`src/rtl/gpr_arb_pkg.sv`:
```
// gpr_arb_pkg
//   Shared constants for the register-file write arbiter: register and data
//   widths, the hard-wired zero register, the default flag register index and
//   the FSM state encoding.
package gpr_arb_pkg;

    localparam int REG_AW = 5;
    localparam int DATA_W = 32;

    localparam logic [REG_AW-1:0] REG_ZERO         = 5'd0;
    localparam logic [REG_AW-1:0] FLAG_REG_DEFAULT = 5'd30;

    // FSM encoding
    localparam logic [0:0] ST_IDLE = 1'b0;
    localparam logic [0:0] ST_FLAG = 1'b1;

endpackage

```
`src/rtl/gpr_write_arbiter_rr_pick.sv`:
```
// rr_pick
//   Combinational round-robin winner selection.
//   Ports:
//     valid [NREQ-1:0]  request vector
//     ptr   [PTR_W-1:0] index of the last winner; search starts at ptr+1
//     grant [NREQ-1:0]  one-hot winner (all zero when nothing is valid)
//     idx   [PTR_W-1:0] index of the winner (0 when nothing is valid)
//     any               at least one request is valid
module rr_pick #(
    parameter int NREQ  = 2,
    parameter int PTR_W = (NREQ > 1) ? $clog2(NREQ) : 1
) (
    input  logic [NREQ-1:0]  valid,
    input  logic [PTR_W-1:0] ptr,
    output logic [NREQ-1:0]  grant,
    output logic [PTR_W-1:0] idx,
    output logic             any
);

    localparam logic [PTR_W-1:0] LAST = PTR_W'(NREQ - 1);

    logic [PTR_W-1:0] cand;

    // Walk the ring once, starting just after ptr; the first valid hit wins.
    always_comb begin
        grant = '0;
        idx   = '0;
        any   = 1'b0;
        cand  = ptr;
        for (int k = 0; k < NREQ; k++) begin
            cand = (cand == LAST) ? '0 : cand + PTR_W'(1);
            if (!any && valid[cand]) begin
                any         = 1'b1;
                grant[cand] = 1'b1;
                idx         = cand;
            end
        end
    end

endmodule

```
`src/rtl/gpr_write_arbiter.sv`:
```
// gpr_write_arbiter
//   Shares the single register-file write port between NREQ writeback
//   sources using round-robin arbitration. A request that also updates the
//   overflow flag costs a second write cycle to FLAG_REG, so the register
//   file only ever sees one write per cycle.
//   Ports:
//     clk, rst        clock (rising edge) and synchronous active-high reset
//     req_valid/ready per-requester handshake; a transfer happens when both
//                     are high at a rising edge
//     req_reg         destination register, requester i at [5i+4:5i]
//     req_data        write data, requester i at [32i+31:32i]
//     req_flag_we     request also writes the overflow flag to FLAG_REG
//     req_ovf         overflow value for that flag write
//     gpr_rw/wreg/wdata registered register-file write port
//     busy            high while the flag write cycle is in progress
//     state_dbg       current FSM state (ST_IDLE / ST_FLAG)
//
//   Handshake: req_ready is combinational, one-hot at the round-robin winner
//   among valid requesters, and only ever asserted in IDLE outside reset.
//   A requester keeps valid and its payload stable until it sees ready.
module gpr_write_arbiter
    import gpr_arb_pkg::*;
#(
    parameter int                NREQ     = 2,
    parameter logic [REG_AW-1:0] FLAG_REG = FLAG_REG_DEFAULT
) (
    input  logic                     clk,
    input  logic                     rst,
    input  logic [NREQ-1:0]          req_valid,
    output logic [NREQ-1:0]          req_ready,
    input  logic [REG_AW*NREQ-1:0]   req_reg,
    input  logic [DATA_W*NREQ-1:0]   req_data,
    input  logic [NREQ-1:0]          req_flag_we,
    input  logic [NREQ-1:0]          req_ovf,
    output logic                     gpr_rw,
    output logic [REG_AW-1:0]        gpr_wreg,
    output logic [DATA_W-1:0]        gpr_wdata,
    output logic                     busy,
    output logic [0:0]               state_dbg
);

    localparam int PTR_W = (NREQ > 1) ? $clog2(NREQ) : 1;

    logic [0:0]        state;
    logic [PTR_W-1:0]  rr_ptr;
    logic              ovf_q;

    logic [NREQ-1:0]   grant;
    logic [PTR_W-1:0]  win_idx;
    logic              win_any;

    logic [REG_AW-1:0] sel_reg;
    logic [DATA_W-1:0] sel_data;
    logic              sel_flag_we;
    logic              sel_ovf;
    logic              accept;

    rr_pick #(
        .NREQ  (NREQ),
        .PTR_W (PTR_W)
    ) u_rr_pick (
        .valid (req_valid),
        .ptr   (rr_ptr),
        .grant (grant),
        .idx   (win_idx),
        .any   (win_any)
    );

    // A grant only exists over valid requesters, so ready implies a transfer.
    assign accept    = win_any && (state == ST_IDLE) && !rst;
    assign req_ready = accept ? grant : '0;
    assign busy      = (state == ST_FLAG);
    assign state_dbg = state;

    // One-hot AND-OR mux of the winning requester's payload.
    always_comb begin
        sel_reg     = '0;
        sel_data    = '0;
        sel_flag_we = 1'b0;
        sel_ovf     = 1'b0;
        for (int i = 0; i < NREQ; i++) begin
            if (grant[i]) begin
                sel_reg     = sel_reg  | req_reg[i*REG_AW +: REG_AW];
                sel_data    = sel_data | req_data[i*DATA_W +: DATA_W];
                sel_flag_we = sel_flag_we | req_flag_we[i];
                sel_ovf     = sel_ovf | req_ovf[i];
            end
        end
    end

    always_ff @(posedge clk) begin
        if (rst) begin
            state     <= ST_IDLE;
            rr_ptr    <= PTR_W'(NREQ - 1);
            ovf_q     <= 1'b0;
            gpr_rw    <= 1'b0;
            gpr_wreg  <= '0;
            gpr_wdata <= '0;
        end else begin
            case (state)
                ST_IDLE: begin
                    if (accept) begin
                        rr_ptr    <= win_idx;
                        // Writes to R0 are consumed but never strobed.
                        gpr_rw    <= (sel_reg != REG_ZERO);
                        gpr_wreg  <= sel_reg;
                        gpr_wdata <= sel_data;
                        if (sel_flag_we) begin
                            ovf_q <= sel_ovf;
                            state <= ST_FLAG;
                        end
                    end else begin
                        gpr_rw <= 1'b0;
                    end
                end
                ST_FLAG: begin
                    // Second write always follows the data write, so a data
                    // write to FLAG_REG is overwritten by the flag value.
                    gpr_rw    <= 1'b1;
                    gpr_wreg  <= FLAG_REG;
                    gpr_wdata <= {{(DATA_W-1){1'b0}}, ovf_q};
                    state     <= ST_IDLE;
                end
                default: begin
                    state  <= ST_IDLE;
                    gpr_rw <= 1'b0;
                end
            endcase
        end
    end

endmodule
```
`config.mk`:
```
export PLATFORM = sky130hd
export DESIGN_NAME = gpr_write_arbiter
export DESIGN_NICKNAME = d
export VERILOG_FILES = /design/src/rtl/gpr_arb_pkg.sv /design/src/rtl/gpr_write_arbiter_rr_pick.sv /design/src/rtl/gpr_write_arbiter.sv
export SDC_FILE = /design/constraint.sdc
export NUM_CORES = 1
export LEC_CHECK = 0
export ABC_AREA = 1
export BUFFER_PORTS_ARGS = -buffer_cell sky130_fd_sc_hd__buf_2
export CAP_MARGIN = 20
export CORE_MARGIN = 2
export CORE_UTILIZATION = 30
export DETAILED_ROUTE_END_ITERATION = 16
export PLACE_DENSITY = 0.58
export REMOVE_ABC_BUFFERS = 1
export SLEW_MARGIN = 10
export SYNTH_ARGS = -nofsm -noshare
export SYNTH_HDL_FRONTEND = slang
export SYNTH_SLANG_ARGS = --single-unit
export TNS_END_PERCENT = 30
```
`constraint.sdc`:
```
create_clock -name clk -period 1.2 [get_ports clk]
set_input_delay 0.24 -clock clk [delete_from_list [all_inputs] [get_ports clk]]
set_output_delay 0.24 -clock clk [all_outputs]
set_load 0.05 [all_outputs]
```
# After elaboration in Yosys (flattened, before gate mapping)

Cells that the tools add are included.

Logic and storage cells: 63
Register bits after elaboration: 41
Input port bits: 82
Output and inout port bits: 42

Order comparisons: 4
Muxes and demuxes: 34
Eq/ne operators: 1
Reduce and logical (&&, ||, !) cells: 10
Bitwise gates (word level): 6
$add $sub $neg: 2

Operators with widths:

| operator                                                              | count |
|---|---|
| 32-bit 2-to-1 mux                                                     | 3 |
| 32-bit case mux with 2 select lines                                   | 1 |
| 32-bit OR                                                             | 1 |
| 1-bit 2-to-1 mux                                                      | 19 |
| 5-bit 2-to-1 mux                                                      | 3 |
| 5-bit case mux with 2 select lines                                    | 1 |
| 2-bit 2-to-1 mux                                                      | 3 |
| 1-bit logical AND                                                     | 5 |
| 5-bit OR                                                              | 1 |
| 5-bit nonzero test                                                    | 1 |
| 1-bit by 2-bit < comparator with 1-bit output (second input constant) | 2 |
| 1-bit case mux with 2 select lines                                    | 2 |
| 3-bit AND reduction                                                   | 1 |
| 1-bit adder (second input constant)                                   | 2 |
| 1-bit demux with 1-bit select                                         | 2 |
| 1-bit >= comparator (second input constant)                           | 2 |
| 1-bit zero test                                                       | 2 |
| 2-bit inequality test (second input constant)                         | 1 |
| 1-bit OR                                                              | 2 |
| 2-bit OR                                                              | 1 |
| 2-bit AND reduction                                                   | 1 |
| 1-bit inverter                                                        | 1 |

# Logic depth before layout (Yosys ltp)

Depth after elaboration: 16
Gate-level depth with buffers: 9
Mapped depth without buffers: 8

# Modules after synthesis

Synthesis repeated with hierarchy kept, for this count alone.

Cells, all modules: 330
Area total of the unflattened synthesis: 2084.5 µm²

By module, submodules not included:

| module            | instances | seq. area each (µm²) | cells each | area an instance (µm²) |
|---|---|---|---|---|
| gpr_write_arbiter | 1         | 820.8                | 323        | 2054.5 |
| rr_pick           | 1         | 0.0                  | 7          | 30.0 |

# Least setup slack after synthesis

Ideal clock, no wire load.

Path type: flip-flop to output port
From: register state (netlist: busy)
To: output req_ready[0]
Arrival: 1.600 ns
Required time: 0.960 ns
Stages on the path, launching flop included: 4
Slack: -0.640 ns
Buffers on the path: 0
Cell sequence: dfxtp_1 -> nor2_2 -> nand2_1 -> a21oi_1

Longest elaborated chain between the ends: 4

RTL lines:

| what                            | RTL line                 | text |
|---|---|---|
| start, declared                 | gpr_write_arbiter.sv:44  | `logic [0:0] state;` |
| start signal, assigned          | gpr_write_arbiter.sv:93  | `state <= ST_IDLE;` |
| start signal, assigned          | gpr_write_arbiter.sv:110 | `state <= ST_FLAG;` |
| start signal, assigned          | gpr_write_arbiter.sv:122 | `state <= ST_IDLE;` |
| 1-bit inverter (no source line) | --                       |  |
| 1-bit logical AND (2 in series) | gpr_write_arbiter.sv:70  | `assign accept = win_any && (state == ST_IDLE) && !rst;` |
| 2-bit 2-to-1 mux                | gpr_write_arbiter.sv:71  | `assign req_ready = accept ? grant : '0;` |
| end, declared                   | gpr_write_arbiter.sv:30  | `output logic [NREQ-1:0] req_ready,` |

No other way between the ends.

==> impl_metrics.yaml <==
sta:
  hold_slack_ps: 262
  maxSlewViolCount: 0
  finalHoldViolations: 0
  finalClockSkew_ps: 4.83
  fmax_mhz: 734
  rsz0062_at_grt: "yes"
  setup_tns_ps: -840
  maxSlewHeadroom_pct: 82.7
  post-route-min-period_ps: 1360
  finalCritPeriodShare_pct: 114
  worst_pin_slew_ps: 261
  finalSetupViolations: 23
  fin_ws_ps: -162
pwr:
  p_comb_share_pct: 31.8
  swShare_pct: 33.4
  p_sw_mw: 1.31
  total_leakage_power_nw: 1.75
  power.density_mw_per_mm2: 1170
  p_int_mw: 2.61
  p_total_mw: 3.91
  p_clk_share_pct: 30.1
  peakVddDrop_uv: 428
  p_seq_share_pct: 38.1
place:
  dp.final_hpwl_mm: 4.72
  port_buffers: 123
  place.gp.congestion: 0.787
  pre_cts_ws_ps: -76.6
floorplan:
  die_area_mm2: 0.00758
  io_pins: 124
  die_width_um: 87.1
  dieHeight_um: 87.1
  start_util_pct: 30.8
  rows: 30
  core_area_mm2: 0.00672
routing:
  via_count: 2510
  routed_via_density: 4.65
  drt_iter0_drc: 60
  wire_per_inst_um: 12.6
  ant_nets: 0
  first_pass_iters: 4
  wl_mm: 6.82
  drc_errors: 0
min_path:
  holdPathEnd: "busy$_SDFF_PP0_"
  hp-class: "in2reg"
  min_from: "req_flag_we[1]"
  hold_depth: 5
worst_setup_path:
  worstPathRequired_ps: 960
  criticalPathCategory: "reg2out"
  r2r_setup_slack_ps: -50
  rr_worst_depth: 8
  worstSetupStartpointType: "flip-flop"
  cp_max_fo: 3
  r2r_end: "gpr_wdata[6]$_SDFFE_PP0P_"
  slowest_delay_ps: 360
  cp-end-kind: "output pin"
  slowest_stage: "dfxtp_4"
  worst-endpoint-arrival_ps: 1120
  path_cells: "a21oi_4 > inv_2 > nor2_4 > buf_8"
clock_network:
  worstSkewPairLatency_ps: 290
  cts_hold_buf: 0
  clk_path_buf_depth: 2
  cts_made_buffers: 5
  tritoncts: "yes"
  cts_sinks: 41
  cts-root-buf: "clkbuf_8"
  cts.clk_slew.worst_paths_ps: 80
  cts_max_level: 2
global_routing:
  grt-ovfl-total: 0
  grtUsageTotal_pct: 16.8
  grt_pass1_vias: 2282
  grt_max_degree: 23
  grt_pass1_wl_mm: 10.1
  grt_antenna_before_repair: 0
logic_synthesis:
  synth_area_mm2: 0.00207
  synthCells: 326
  yosysSeqAreaShare_pct: 39.6
  syn_avg_cell_area_um2: 6.35
  synth-seq-cells: 41
  yosysWarningCount: 0
  ys_types: 21
run:
  cap_viol_max_count: 0
final_layout:
  nFillCells: 696
  fin_nets: 541
  finalCoreUtilization_pct: 49.9
  regArea_um2: 826
  antenna_cells: 0
  drive_gt1_share_pct: 43.5
  synthToLayoutAreaGrowth_pct: 61.9
  multi_input_area_mm2: 0.00119
run_status:
  violations: "setup timing"
  status: "finished, violations left"
stage by stage:
| step | cells | cell area, µm² |
|---|---|---|
| after detailed placement | 525 | 2910 |
| final | 540 | 3350 |
| after global placement | 525 | 2910 |
| after CTS | 537 | 3150 |
| after floorplan | 302 | 1930 |
| after global routing | 540 | 3350 |
cell usage in the layout (no fill, tap or decap), types with 5 or more instances in the layout:
cell,instances
o21ai_0,5
buf_6,5
nand2_1,131
clkbuf_8,6
dfxtp_1,39
buf_4,9
nand3_1,40
a21oi_2,12
nand2_2,13
a21oi_1,23
nor2_1,10
buf_12,10
inv_1,8
buf_2,117
repair_timing:
item | 4_1_cts | 5_1_grt
setup buffers | 3 | 0
endpoints found under the setup margin | 38 | 45
pin swaps | 3 | 9
gates resized for setup | 22 | 45
gates cloned | 1 | 3
Yosys cell counts:
master / count / area (µm²)
buf_2: 6 / 30.0
o211ai_1: 1 / 7.51
buf_6: 3 / 33.8
nor2_2: 1 / 6.26
inv_2: 4 / 15.0
a21o_1: 1 / 7.51
nand2_1: 147 / 552
dfxtp_1: 41 / 821
nor2_1: 13 / 48.8
buf_4: 5 / 37.5
nand3_1: 40 / 200
clkbuf_1: 9 / 33.8
a21oi_2: 1 / 8.76
o21ai_4: 1 / 16.3
nand2_2: 1 / 6.26
buf_1: 1 / 3.75
inv_1: 9 / 33.8
clkinv_1: 1 / 3.75
o21ai_1: 1 / 5.00
o21ai_0: 5 / 25.0
a21oi_1: 35 / 175
state kept, by name, indices dropped and copies added (netlist names), named ones only:
register   flops
busy           1
gpr_wreg       5
gpr_wdata     32
gpr_rw         1
ovf_q          1
how the worst max path moves through the flow:
stage                      start                    endpoint  depth (start not counted)
floorplan              flip-flop                req_ready[1]                          3
global placement             rst                req_ready[1]                          5
detailed placement  req_valid[0]  gpr_wdata[23]$_SDFFE_PP0P_                          8
CTS                    flip-flop                req_ready[1]                          4
global route           flip-flop                req_ready[1]                          4
finish                 flip-flop                req_ready[1]                          4
worst max-delay path: cells and delay by family (launching register included):
kind            cells  cell delay, ps
compound gates      1             140
buf+inv             2             220
flops               1             360
simple gates        1             110
routing by layer:
metal	vias to the layer above	GRT usage, %	share of wire (%)
met5	-	0	0
met3	6	4.27	6.0
met4	0	5.54	1.6
met2	86	29.1	48
li1	1300	-	-
met1	1118	20.2	45
power by group through the flow:
stage / Clock (mW) / Combinational [mW] / Sequential, mW
finish: 1.18 / 1.24 / 1.49
global route: 1.27 / 1.34 / 1.50
CTS: 1.21 / 1.16 / 1.49
detailed placement: 0 / 1.10 / 1.52
global placement: 0 / 1.09 / 1.52
floorplan: 0 / 0.332 / 1.80
cell families after synthesis:
family | share of synthesized area, %
simple gates | 39.3
compound gates | 11.8
flops | 39.6
buf+inv | 9.24
area by class of cell:
cell class | count | share of cell area, %
Tap cell | 80 | 2.99
Clock inverter | 2 | 1.12
Clock buffer | 6 | 2.46
Inverter | 14 | 1.64
Sequential cell | 41 | 24.6
Timing Repair Buffer | 150 | 31.7
Multi-Input combinational cell | 247 | 35.5
No activity file was read; power rests on OpenSTA's default activity.
